File: config.mk
export PLATFORM = sky130hd
export DESIGN_NAME = tray_lift_ctrl_flat
export DESIGN_NICKNAME = d
export VERILOG_FILES = /design/src/rtl/tray_lift_ctrl_if.sv /design/src/rtl/tray_lift_ctrl.sv /design/src/flat_wrapper.sv
export SDC_FILE = /design/constraint.sdc
export NUM_CORES = 1
export LEC_CHECK = 0
export CAP_MARGIN = 40
export CORE_MARGIN = 1.5
export CORE_UTILIZATION = 46
export CTS_CLUSTER_DIAMETER = 100
export DETAILED_ROUTE_END_ITERATION = 8
export PLACE_DENSITY = 0.71
export RECOVER_POWER = 100
export SETUP_SLACK_MARGIN = 0.1
export SLEW_MARGIN = 40
export SYNTH_ARGS = -nofsm -noshare
export SYNTH_HDL_FRONTEND = slang
export SYNTH_SLANG_ARGS = --single-unit
File: constraint.sdc
create_clock -name clk -period 11.1 [get_ports clk]
set_input_delay 1.11 -clock clk [delete_from_list [all_inputs] [get_ports clk]]
set_output_delay 1.11 -clock clk [all_outputs]
set_load 0.02 [all_outputs]
File: src/rtl/tray_lift_ctrl_if.sv
// Tray lift control bundle: scheduler command handshake, height sensor feed,
// motor drive and status between the scheduler/plant side and the sequencer.
interface tray_lift_ctrl_if;
  logic        cmd_valid;
  logic        cmd_ready;
  logic [31:0] cmd_height;
  logic [31:0] tray_height;
  logic [7:0]  tray_station;
  logic        station_changed;
  logic        motor_up;
  logic        motor_dn;
  logic        busy;
  logic        done;
  logic        fault;
  logic [1:0]  fault_code;
  logic        fault_clr;

  // Scheduler / sensor side
  modport master (
    output cmd_valid, cmd_height, tray_height, tray_station, station_changed, fault_clr,
    input  cmd_ready, motor_up, motor_dn, busy, done, fault, fault_code
  );

  // Sequencer side
  modport slave (
    input  cmd_valid, cmd_height, tray_height, tray_station, station_changed, fault_clr,
    output cmd_ready, motor_up, motor_dn, busy, done, fault, fault_code
  );
endinterface

File: src/rtl/tray_lift_ctrl.sv
// Closed-loop tray lift sequencer: moves toward a commanded height, waits for
// the tray to settle, retries small corrections and reports done or fault.
module tray_lift_ctrl #(
  parameter int unsigned HEIGHT_TOL = 4,
  parameter int unsigned SETTLE_CYC = 8,
  parameter int unsigned STALL_CYC  = 256,
  parameter int unsigned MAX_RETRY  = 2,
  parameter int unsigned CNT_W      = 16
) (
  input  logic          clk,
  input  logic          rst,
  tray_lift_ctrl_if.slave bus
);

  localparam int unsigned H_W     = 32;
  localparam int unsigned D_W     = H_W + 1;
  localparam int unsigned RETRY_W = (MAX_RETRY < 1) ? 1 : $clog2(MAX_RETRY + 1);

  localparam logic [2:0] S_IDLE    = 3'd0;
  localparam logic [2:0] S_MOVE_UP = 3'd1;
  localparam logic [2:0] S_MOVE_DN = 3'd2;
  localparam logic [2:0] S_SETTLE  = 3'd3;
  localparam logic [2:0] S_DONE    = 3'd4;
  localparam logic [2:0] S_FAULT   = 3'd5;

  localparam logic [7:0] ST_ZERO = 8'h00;
  localparam logic [7:0] ST_UP   = 8'h02;
  localparam logic [7:0] ST_DN   = 8'h03;

  localparam logic [1:0] FC_NONE  = 2'd0;
  localparam logic [1:0] FC_STALL = 2'd1;
  localparam logic [1:0] FC_DIR   = 2'd2;
  localparam logic [1:0] FC_RETRY = 2'd3;

  logic [2:0]         state, state_nxt;
  logic [H_W-1:0]     target, target_nxt;
  logic [RETRY_W-1:0] retry, retry_nxt;
  logic [CNT_W-1:0]   stall_cnt, stall_nxt, stall_inc;
  logic [CNT_W-1:0]   settle_cnt, settle_nxt, settle_inc;
  logic [1:0]         code_nxt;
  logic [D_W-1:0]     h_ext, t_ext, tol_ext;
  logic               up_reached, dn_reached, stall_hit, settle_hit, target_in_tol;

  // 33-bit absolute difference so extreme heights never wrap into tolerance
  function automatic logic within_tol(input logic [H_W-1:0] a, input logic [H_W-1:0] b);
    logic [D_W-1:0] d;
    d = (a >= b) ? (D_W'(a) - D_W'(b)) : (D_W'(b) - D_W'(a));
    return d <= D_W'(HEIGHT_TOL);
  endfunction

  always_comb begin
    h_ext         = D_W'(bus.tray_height);
    t_ext         = D_W'(target);
    tol_ext       = D_W'(HEIGHT_TOL);
    up_reached    = (h_ext + tol_ext) >= t_ext;
    dn_reached    = h_ext <= (t_ext + tol_ext);
    stall_inc     = stall_cnt + CNT_W'(1);
    settle_inc    = settle_cnt + CNT_W'(1);
    stall_hit     = 32'(stall_inc) >= STALL_CYC;
    settle_hit    = 32'(settle_inc) >= SETTLE_CYC;
    target_in_tol = within_tol(target, bus.tray_height);
  end

  // Next-state and next-register logic
  always_comb begin
    state_nxt  = state;
    target_nxt = target;
    retry_nxt  = retry;
    stall_nxt  = stall_cnt;
    settle_nxt = settle_cnt;
    code_nxt   = bus.fault_code;

    case (state)
      S_IDLE: begin
        if (bus.cmd_valid && bus.cmd_ready) begin
          target_nxt = bus.cmd_height;
          retry_nxt  = '0;
          if (within_tol(bus.cmd_height, bus.tray_height)) state_nxt = S_SETTLE;
          else if (bus.cmd_height > bus.tray_height)       state_nxt = S_MOVE_UP;
          else                                             state_nxt = S_MOVE_DN;
        end
      end
      S_MOVE_UP: begin
        stall_nxt = (bus.tray_station == ST_UP) ? '0 : stall_inc;
        if (bus.tray_station == ST_DN) begin
          state_nxt = S_FAULT;
          code_nxt  = FC_DIR;
        end else if (bus.tray_station != ST_UP && stall_hit) begin
          state_nxt = S_FAULT;
          code_nxt  = FC_STALL;
        end else if (up_reached) begin
          state_nxt = S_SETTLE;
        end
      end
      S_MOVE_DN: begin
        stall_nxt = (bus.tray_station == ST_DN) ? '0 : stall_inc;
        if (bus.tray_station == ST_UP) begin
          state_nxt = S_FAULT;
          code_nxt  = FC_DIR;
        end else if (bus.tray_station != ST_DN && stall_hit) begin
          state_nxt = S_FAULT;
          code_nxt  = FC_STALL;
        end else if (dn_reached || bus.tray_station == ST_ZERO) begin
          state_nxt = S_SETTLE;
        end
      end
      S_SETTLE: begin
        settle_nxt = bus.station_changed ? '0 : settle_inc;
        if (!bus.station_changed && settle_hit) begin
          if (target_in_tol) begin
            state_nxt = S_DONE;
          end else if (retry < RETRY_W'(MAX_RETRY)) begin
            retry_nxt = retry + RETRY_W'(1);
            state_nxt = (target > bus.tray_height) ? S_MOVE_UP : S_MOVE_DN;
          end else begin
            state_nxt = S_FAULT;
            code_nxt  = FC_RETRY;
          end
        end
      end
      S_DONE: state_nxt = S_IDLE;
      S_FAULT: begin
        if (bus.fault_clr) begin
          state_nxt = S_IDLE;
          code_nxt  = FC_NONE;
        end
      end
      default: begin
        state_nxt = S_IDLE;
        code_nxt  = FC_NONE;
      end
    endcase

    // Every state entry starts with fresh stall/settle windows
    if (state_nxt != state) begin
      stall_nxt  = '0;
      settle_nxt = '0;
    end
  end

  // State and registered outputs, decoded from the next state
  always_ff @(posedge clk or posedge rst) begin
    if (rst) begin
      state          <= S_IDLE;
      target         <= '0;
      retry          <= '0;
      stall_cnt      <= '0;
      settle_cnt     <= '0;
      bus.cmd_ready  <= 1'b1;
      bus.motor_up   <= 1'b0;
      bus.motor_dn   <= 1'b0;
      bus.busy       <= 1'b0;
      bus.done       <= 1'b0;
      bus.fault      <= 1'b0;
      bus.fault_code <= FC_NONE;
    end else begin
      state          <= state_nxt;
      target         <= target_nxt;
      retry          <= retry_nxt;
      stall_cnt      <= stall_nxt;
      settle_cnt     <= settle_nxt;
      bus.cmd_ready  <= (state_nxt == S_IDLE);
      bus.motor_up   <= (state_nxt == S_MOVE_UP);
      bus.motor_dn   <= (state_nxt == S_MOVE_DN);
      bus.busy       <= (state_nxt != S_IDLE) && (state_nxt != S_FAULT);
      bus.done       <= (state_nxt == S_DONE);
      bus.fault      <= (state_nxt == S_FAULT);
      bus.fault_code <= code_nxt;
    end
  end

endmodule

File: src/flat_wrapper.sv
// flat-port wrapper written by rule: the top's interface ports become plain ports
module tray_lift_ctrl_flat 
#(
  parameter int unsigned HEIGHT_TOL = 4,
  parameter int unsigned SETTLE_CYC = 8,
  parameter int unsigned STALL_CYC  = 256,
  parameter int unsigned MAX_RETRY  = 2,
  parameter int unsigned CNT_W      = 16
)
  (clk, rst, bus_cmd_valid, bus_cmd_height, bus_tray_height, bus_tray_station, bus_station_changed, bus_fault_clr, bus_cmd_ready, bus_motor_up, bus_motor_dn, bus_busy, bus_done, bus_fault, bus_fault_code);
  tray_lift_ctrl_if bus_i ();
  input  logic clk;
  input  logic rst;
  input wire logic [$bits(bus_i.cmd_valid)-1:0] bus_cmd_valid;
  input wire logic [$bits(bus_i.cmd_height)-1:0] bus_cmd_height;
  input wire logic [$bits(bus_i.tray_height)-1:0] bus_tray_height;
  input wire logic [$bits(bus_i.tray_station)-1:0] bus_tray_station;
  input wire logic [$bits(bus_i.station_changed)-1:0] bus_station_changed;
  input wire logic [$bits(bus_i.fault_clr)-1:0] bus_fault_clr;
  output wire logic [$bits(bus_i.cmd_ready)-1:0] bus_cmd_ready;
  output wire logic [$bits(bus_i.motor_up)-1:0] bus_motor_up;
  output wire logic [$bits(bus_i.motor_dn)-1:0] bus_motor_dn;
  output wire logic [$bits(bus_i.busy)-1:0] bus_busy;
  output wire logic [$bits(bus_i.done)-1:0] bus_done;
  output wire logic [$bits(bus_i.fault)-1:0] bus_fault;
  output wire logic [$bits(bus_i.fault_code)-1:0] bus_fault_code;
  assign bus_i.cmd_valid = bus_cmd_valid;
  assign bus_i.cmd_height = bus_cmd_height;
  assign bus_i.tray_height = bus_tray_height;
  assign bus_i.tray_station = bus_tray_station;
  assign bus_i.station_changed = bus_station_changed;
  assign bus_i.fault_clr = bus_fault_clr;
  assign bus_cmd_ready = bus_i.cmd_ready;
  assign bus_motor_up = bus_i.motor_up;
  assign bus_motor_dn = bus_i.motor_dn;
  assign bus_busy = bus_i.busy;
  assign bus_done = bus_i.done;
  assign bus_fault = bus_i.fault;
  assign bus_fault_code = bus_i.fault_code;
  tray_lift_ctrl #(.HEIGHT_TOL(HEIGHT_TOL), .SETTLE_CYC(SETTLE_CYC), .STALL_CYC(STALL_CYC), .MAX_RETRY(MAX_RETRY), .CNT_W(CNT_W)) u_core (.clk(clk), .rst(rst), .bus(bus_i));
endmodule
==> results of run 1 <==
==> layer usage <==
| metal | wire length (um) | track usage, % | vias to the layer above |
|---|---|---|---|
| li1 | - | - | 7212 |
| met4 | 2749 | 16.25 | 0 |
| met3 | 3517 | 4.114 | 141 |
| met2 | 24700 | 54.71 | 684 |
| met5 | 0 | 0 | - |
| met1 | 22520 | 42.23 | 7355 |
==> worst max-delay path, cell delays in order <==
cell           delay, ns
dlygate4sd3_1       0.76
inv_1               0.12
ha_1                0.60
nand2_1             0.25
nor3_1              0.40
nand3_1             0.19
nor4_1              1.14
nor2_1              0.46
nand2_1             0.41
mux2_1              0.39
or4_1               0.43
a2111o_1            0.44
or3_1               0.41
a211oi_1            0.55
mux2_1              0.87
a2111oi_0           0.57
==> final cells by class <==
type	instances	share of cell area, %
clock buffer	10	1.489
clock inverter	6	0.4557
inverter	131	3.206
multi-input combinational	1661	73.23
sequential	77	12.54
tap	396	3.222
timing repair buffer	93	5.858
==> worst max-delay path by stage <==
stage                              from                         endpoint  slack [ns]  cells after the start
finish              bus_tray_height[26]  u_core.stall_cnt[0]$_DFFE_PP0P_        2.21                     16
global route        bus_tray_height[26]  u_core.stall_cnt[0]$_DFFE_PP0P_        1.96                     16
CTS                 bus_tray_height[27]  u_core.stall_cnt[0]$_DFFE_PP0P_        3.89                     16
detailed placement  bus_tray_height[27]  u_core.stall_cnt[0]$_DFFE_PP0P_        3.52                     16
global placement    bus_tray_height[27]  u_core.stall_cnt[0]$_DFFE_PP0P_        3.63                     16
floorplan           bus_tray_height[23]  u_core.stall_cnt[0]$_DFFE_PP0P_        5.60                     17
==> flip-flops by register name, summed over array words and instances, names as in the netlist <==
| signal | count |
|---|---|
| u_core.retry | 2 |
| u_core.bus.done | 1 |
| u_core.bus.motor_up | 1 |
| u_core.state | 3 |
| u_core.bus.fault | 1 |
| u_core.bus.busy | 1 |
| u_core.bus.fault_code | 2 |
| u_core.stall_cnt | 16 |
| u_core.target | 32 |
| u_core.bus.cmd_ready | 1 |
| u_core.settle_cnt | 16 |
| u_core.bus.motor_dn | 1 |
==> cells by family (layout without fill, tap and decap cells) <==
| family | after synthesis | after routing | synth area share, % |
|---|---|---|---|
| flops | 77 | 77 | 13.50 |
| fa+ha+maj | 195 | 195 | 17.18 |
| simple gates | 672 | 672 | 24.79 |
| compound gates | 653 | 653 | 28.70 |
| xor+xnor | 112 | 112 | 6.867 |
| buf+inv | 228 | 240 | 6.823 |
| mux | 29 | 29 | 2.137 |
==> report_power, final <==
part | switching (mW) | internal (mW)
logic | 1.58 | 0.867
registers | 0.0927 | 0.359
clock network | 0.144 | 0.177
==> per-stage QoR <==
step                instance area (sq um)  worst slack (ns)  utilization [%]  hold WS, ns
floorplan                           14290             5.599                -       0.4913
global placement                    15220             3.629            49.77       0.5032
detailed placement                  15230             3.524            49.79       0.5072
CTS                                 15530             3.885            50.77       0.5261
global route                        15380             1.960            50.27       0.5329
finish                              15380             2.212            50.27       0.5157
==> placed cells by master (no fill, tap or decap), types with 23 or more instances in the layout <==
cell type        count
nor3_1              69
a31oi_1             23
a21oi_1            215
and3_1              24
nor2_1             125
nand4_1             58
clkdlybuf4s50_1     73
dfrtp_1             76
o21a_1              28
ha_1               193
nand2_1            178
nand3_1             62
o21ai_0            159
a21o_1              45
xor2_1              26
nor2b_1             25
inv_1              130
xnor2_1             86
nor4_1              29
==> results.yml, run 1 <==
status:
  run_status: "finished, violations left"
  violations: "capacitance limit, slew limit"
floorplan:
  die_h_um: 179.2
  core_sq_mm: 0.03059
  io_pins: 85
  die_w_um: 179.2
  num_rows: 64
  die_area_sq_mm: 0.03212
  start_util_pct: 46.70
yosys:
  syn_avg_cell_area_sq_um: 7.266
  synth_ff_type: "dfrtp_1"
  synthCells: 1966
  yosysMostFrequentCell: "a21oi_1"
  synth_top_area_cell: "ha_1"
  synth_seq_cells: 77
  synthTopCellsByCount: "a21oi_1, ha_1, nand2_1"
  seq_area_frac_synth_pct: 13.50
  synth_area_leaders: "ha_1, dfrtp_1, a21oi_1"
  synth_top_cell_area_share_pct: 16.90
  yosysWarnings: 0
  synth_cell_types: 87
  syn_area_sq_mm: 0.01428
  synth.net_count: 2238
  synth-edff-count: 0
  synthArstFlopShare_pct: 100.0
power:
  p_total_mw: 3.220
  p_leak_nw: 6.492
  vdd_drop_max_mv: 0.1010
  p_per_area_mw_per_mm2: 209.4
cts:
  insertion_delay_ns: 0.37
  cts_setup_buffers: 0
  h-tree-depth: 3
  path_clk_slew_ns: 0.07
  cts_tree: "built"
  clockRootBuffer: "clkbuf_16"
  cts_buffers: 9
  cts-resized-gates: 0
  clock_path_buffers: 2
  numClockSinks: 77
  holdBufCountCts: 0
finish:
  fin_nets: 2245
  multi_input_area_sq_mm: 0.01126
  drive_above_1_share_pct: 3.893
  fillCellCount: 3101
  syn_to_final_growth_pct: 7.646
  num_antenna_cells: 0
  fin_cells: 2374
  register_area_sq_mm: 0.001928
place:
  gp_congestion: 0.9794
  dpl.cell_count: 2358
  portBuffers: 84
  dp_hpwl_mm: 43.37
drt:
  first_pass_iters: 7
  drt_iter0_markers: 1497
  post_drt_wl_per_cell_um: 22.53
  vias: 15390
  route.detailed.drc: 0
  vias_per_cell: 6.484
  wl_mm: 53.49
  final_antenna_net_count: 0
worst_setup_path:
  cp.arrival_ns: 9.12
  crit_required_ns: 11.33
  worstReg2RegEnd: "u_core.stall_cnt[0]$_DFFE_PP0P_"
  start_kind: "input pin"
  r2r_slack_ns: 3.35
  reg2reg_from: "u_core.target[27]$_DFFE_PP0P_"
  critPathKind: "in -> reg"
  critPathCaptureType: "register"
  cp_max_fo: 32
  reg2reg_depth: 14
grt:
  grt_pass1_wl_mm: 81.59
  grt_pass1_vias: 14600
  antenna_found_initial: 0
  grt_usage_pct: 33.05
  grt_overflow_total: 0
  grt_max_degree: 66
worst_hold_path:
  min_to: "u_core.bus.fault_code[1]$_DFFE_PP0P_"
  hold_start: "u_core.bus.fault_code[1]$_DFFE_PP0P_"
  hold_path.class: "reg -> reg"
  hold_depth: 1
timing:
  drv_slew: 146
  tns_ns: 0
  slew-limit-headroom_pct: -85.30
  hold_viol: 0
  skew_ns: 0.009466
  finalCritPeriodShare_pct: 80.07
  fmaxAchievable_ghz: 0.1125
  tightestPinTransition_ns: 2.780
  rsz0062_at_grt: "no"
  finalSetupViolCount: 0
  period_needed_ns: 8.888
run:
  drv_cap: 3
(Power assumes the default switching activity.)
==> run 2, diff against run 1 <==
- PLACE_DENSITY: 0.71 -> 0.74
- clock period: 11.1 -> 8 ns (I/O delays scaled with it)
==> run 2 against run 1 <==
  * The run still ends with capacitance limit, slew limit left
  * Sequential power up 39%
  * First-iteration DRC count up 3.5%
  * Critical path depth unchanged
  * Clock skew about the same
  * Cell count unchanged
  * Non-clock buffer count unchanged
==> results.yml, run 2 (same netlist as run 1, synthesis figures left out) <==
timing:
  slew-limit-headroom_pct: -192.4
  tightestPinTransition_ns: 4.386
  fmaxAchievable_ghz: 0.1415
  hold_viol: 0
  finalSetupViolCount: 0
  skew_ns: 0.009686
  finalCritPeriodShare_pct: 88.36
  drv_slew: 147
  tns_ns: 0
  rsz0062_at_grt: "no"
  hold_slack_ns: 0.5171
  period_needed_ns: 7.069
floorplan:
  die_area_sq_mm: 0.03212
  die_w_um: 179.2
  num_rows: 64
  die_h_um: 179.2
  io_pins: 85
  core_sq_mm: 0.03059
  start_util_pct: 46.70
power:
  p_total_mw: 4.414
  p_leak_nw: 6.474
  p_per_area_mw_per_mm2: 287.4
  vdd_drop_max_mv: 0.1344
finish:
  final_cell_mix: "a21oi_1, ha_1, nand2_1, o21ai_0, inv_1"
  multi_input_area_sq_mm: 0.01126
  fillCellCount: 3024
  drive_above_1_share_pct: 3.943
  largest_reg_flops: 32
  register_area_sq_mm: 0.001928
  num_antenna_cells: 0
  fin_cells: 2374
  final_common_cell: "a21oi_1"
  fin_util_pct: 50.21
  largest_register: "u_core.target"
  reg_top3: "u_core.target x32, u_core.settle_cnt x16, u_core.stall_cnt x16"
  fin_nets: 2245
  syn_to_final_growth_pct: 7.515
drt:
  vias: 15370
  route.detailed.drc: 0
  final_antenna_net_count: 0
  post_drt_wl_per_cell_um: 21.56
  wl_mm: 51.20
  vias_per_cell: 6.474
  first_pass_iters: 5
  drt_iter0_markers: 1550
worst_setup_path:
  endpoint: "u_core.stall_cnt[0]$_DFFE_PP0P_"
  worstReg2RegEnd: "u_core.stall_cnt[0]$_DFFE_PP0P_"
  max_stage_delay_ns: 0.71
  critPathKind: "in -> reg"
  crit_required_ns: 8.22
  start_kind: "input pin"
  path_buf_inv: 2
  cp_max_fo: 32
  cp_top_family: "simple AND/OR/NAND/NOR gates"
  r2r_slack_ns: 1.81
  worstPathCellList: "dlygate4sd3_1 > inv_1 > ha_1 > nand2_1 > nor3_1 > nand3_1 > nor4_1 > or2_0 > o211ai_1 > and3_1 > or4_4 > a2111o_1 > or3_4 > a211oi_4 > mux2_4 > a2111oi_0"
  cp_num_cells: 16
  cpMaxStageDelayCell: "dlygate4sd3_1"
  cp.arrival_ns: 7.29
  critPathCaptureType: "register"
  reg2reg_depth: 14
  crit_path_start: "bus_tray_height[27]"
  reg2reg_from: "u_core.target[27]$_DFFE_PP0P_"
worst_hold_path:
  hold_path.class: "reg -> reg"
cts:
  holdBufCountCts: 0
  h-tree-depth: 3
  numClockSinks: 77
  cts_tree: "built"
  clockRootBuffer: "clkbuf_16"
  cts-resized-gates: 0
  path_clk_slew_ns: 0.07
  cts_setup_buffers: 0
  cts_buffers: 9
  insertion_delay_ns: 0.36
  clock_path_buffers: 2
grt:
  grt_pass1_vias: 14730
  grt_pass1_wl_mm: 79.57
  antenna_found_initial: 1
  grt_overflow_total: 0
  globalRouteMet1Util_pct: 41.09
  grt_use_met2_pct: 53.41
  grt_max_degree: 78
  grt_usage_pct: 31.79
  met3_usage_pct: 2.523
  grt-busiest-layer: "met2"
status:
  violations: "capacitance limit, slew limit"
  run_status: "finished, violations left"
place:
  dpl.cell_count: 2358
  dp_hpwl_mm: 41.68
  portBuffers: 84
  gp_congestion: 1.061
run:
  drv_cap: 2
[run 2: cell types whose count changed in the layout (fill, tap and decap cells not counted), moves of 2 or more]
cell,previous run,this run
nor3_1,69,77
mux2_1,2,0
clkinvlp_4,0,2
nor3_2,10,2
[run 2: layer usage]
layer	vias up	wire length (um)
li1	7205	-
met3	140	3434
met4	0	2732
met2	702	23390
met5	-	0
met1	7322	21640
[run 2: metrics by stage]
stage                     setup slack (ns)  cell area, sq um
after detailed placement             1.054             15230
after floorplan                      2.809             14290
final                               0.9308             15360
after CTS                            1.408             15520
after global routing                0.5473             15360
after global placement               1.167             15220
[run 2: area by class of cell]
cell class | instances | area share [%]
Inverter | 131 | 3.210
Clock buffer | 9 | 1.466
Multi-Input combinational cell | 1661 | 73.30
Clock inverter | 7 | 0.3747
Tap cell | 396 | 3.226
Sequential cell | 77 | 12.55
Timing Repair Buffer | 93 | 5.866
[run 2: worst min-delay path by stage]
stage                                    startpoint                              endpoint  slack (ns)  cells after the start
5_1_grt        u_core.bus.fault_code[0]$_DFFE_PP0P_  u_core.bus.fault_code[0]$_DFFE_PP0P_        0.54                      1
2_1_floorplan           u_core.retry[0]$_DFFE_PP0P_           u_core.retry[1]$_DFFE_PP0P_        0.49                      2
3_3_place_gp   u_core.bus.fault_code[1]$_DFFE_PP0P_  u_core.bus.fault_code[1]$_DFFE_PP0P_        0.50                      1
3_5_place_dp   u_core.bus.fault_code[0]$_DFFE_PP0P_  u_core.bus.fault_code[0]$_DFFE_PP0P_        0.51                      1
6_report       u_core.bus.fault_code[0]$_DFFE_PP0P_  u_core.bus.fault_code[0]$_DFFE_PP0P_        0.52                      1
4_1_cts        u_core.bus.fault_code[0]$_DFFE_PP0P_  u_core.bus.fault_code[0]$_DFFE_PP0P_        0.53                      1
[run 2: power breakdown]
| group | switching, mW | internal, mW |
|---|---|---|
| sequential | 0.129 | 0.499 |
| clock | 0.189 | 0.215 |
| combinational | 2.17 | 1.21 |
| total | 2.49 | 1.93 |
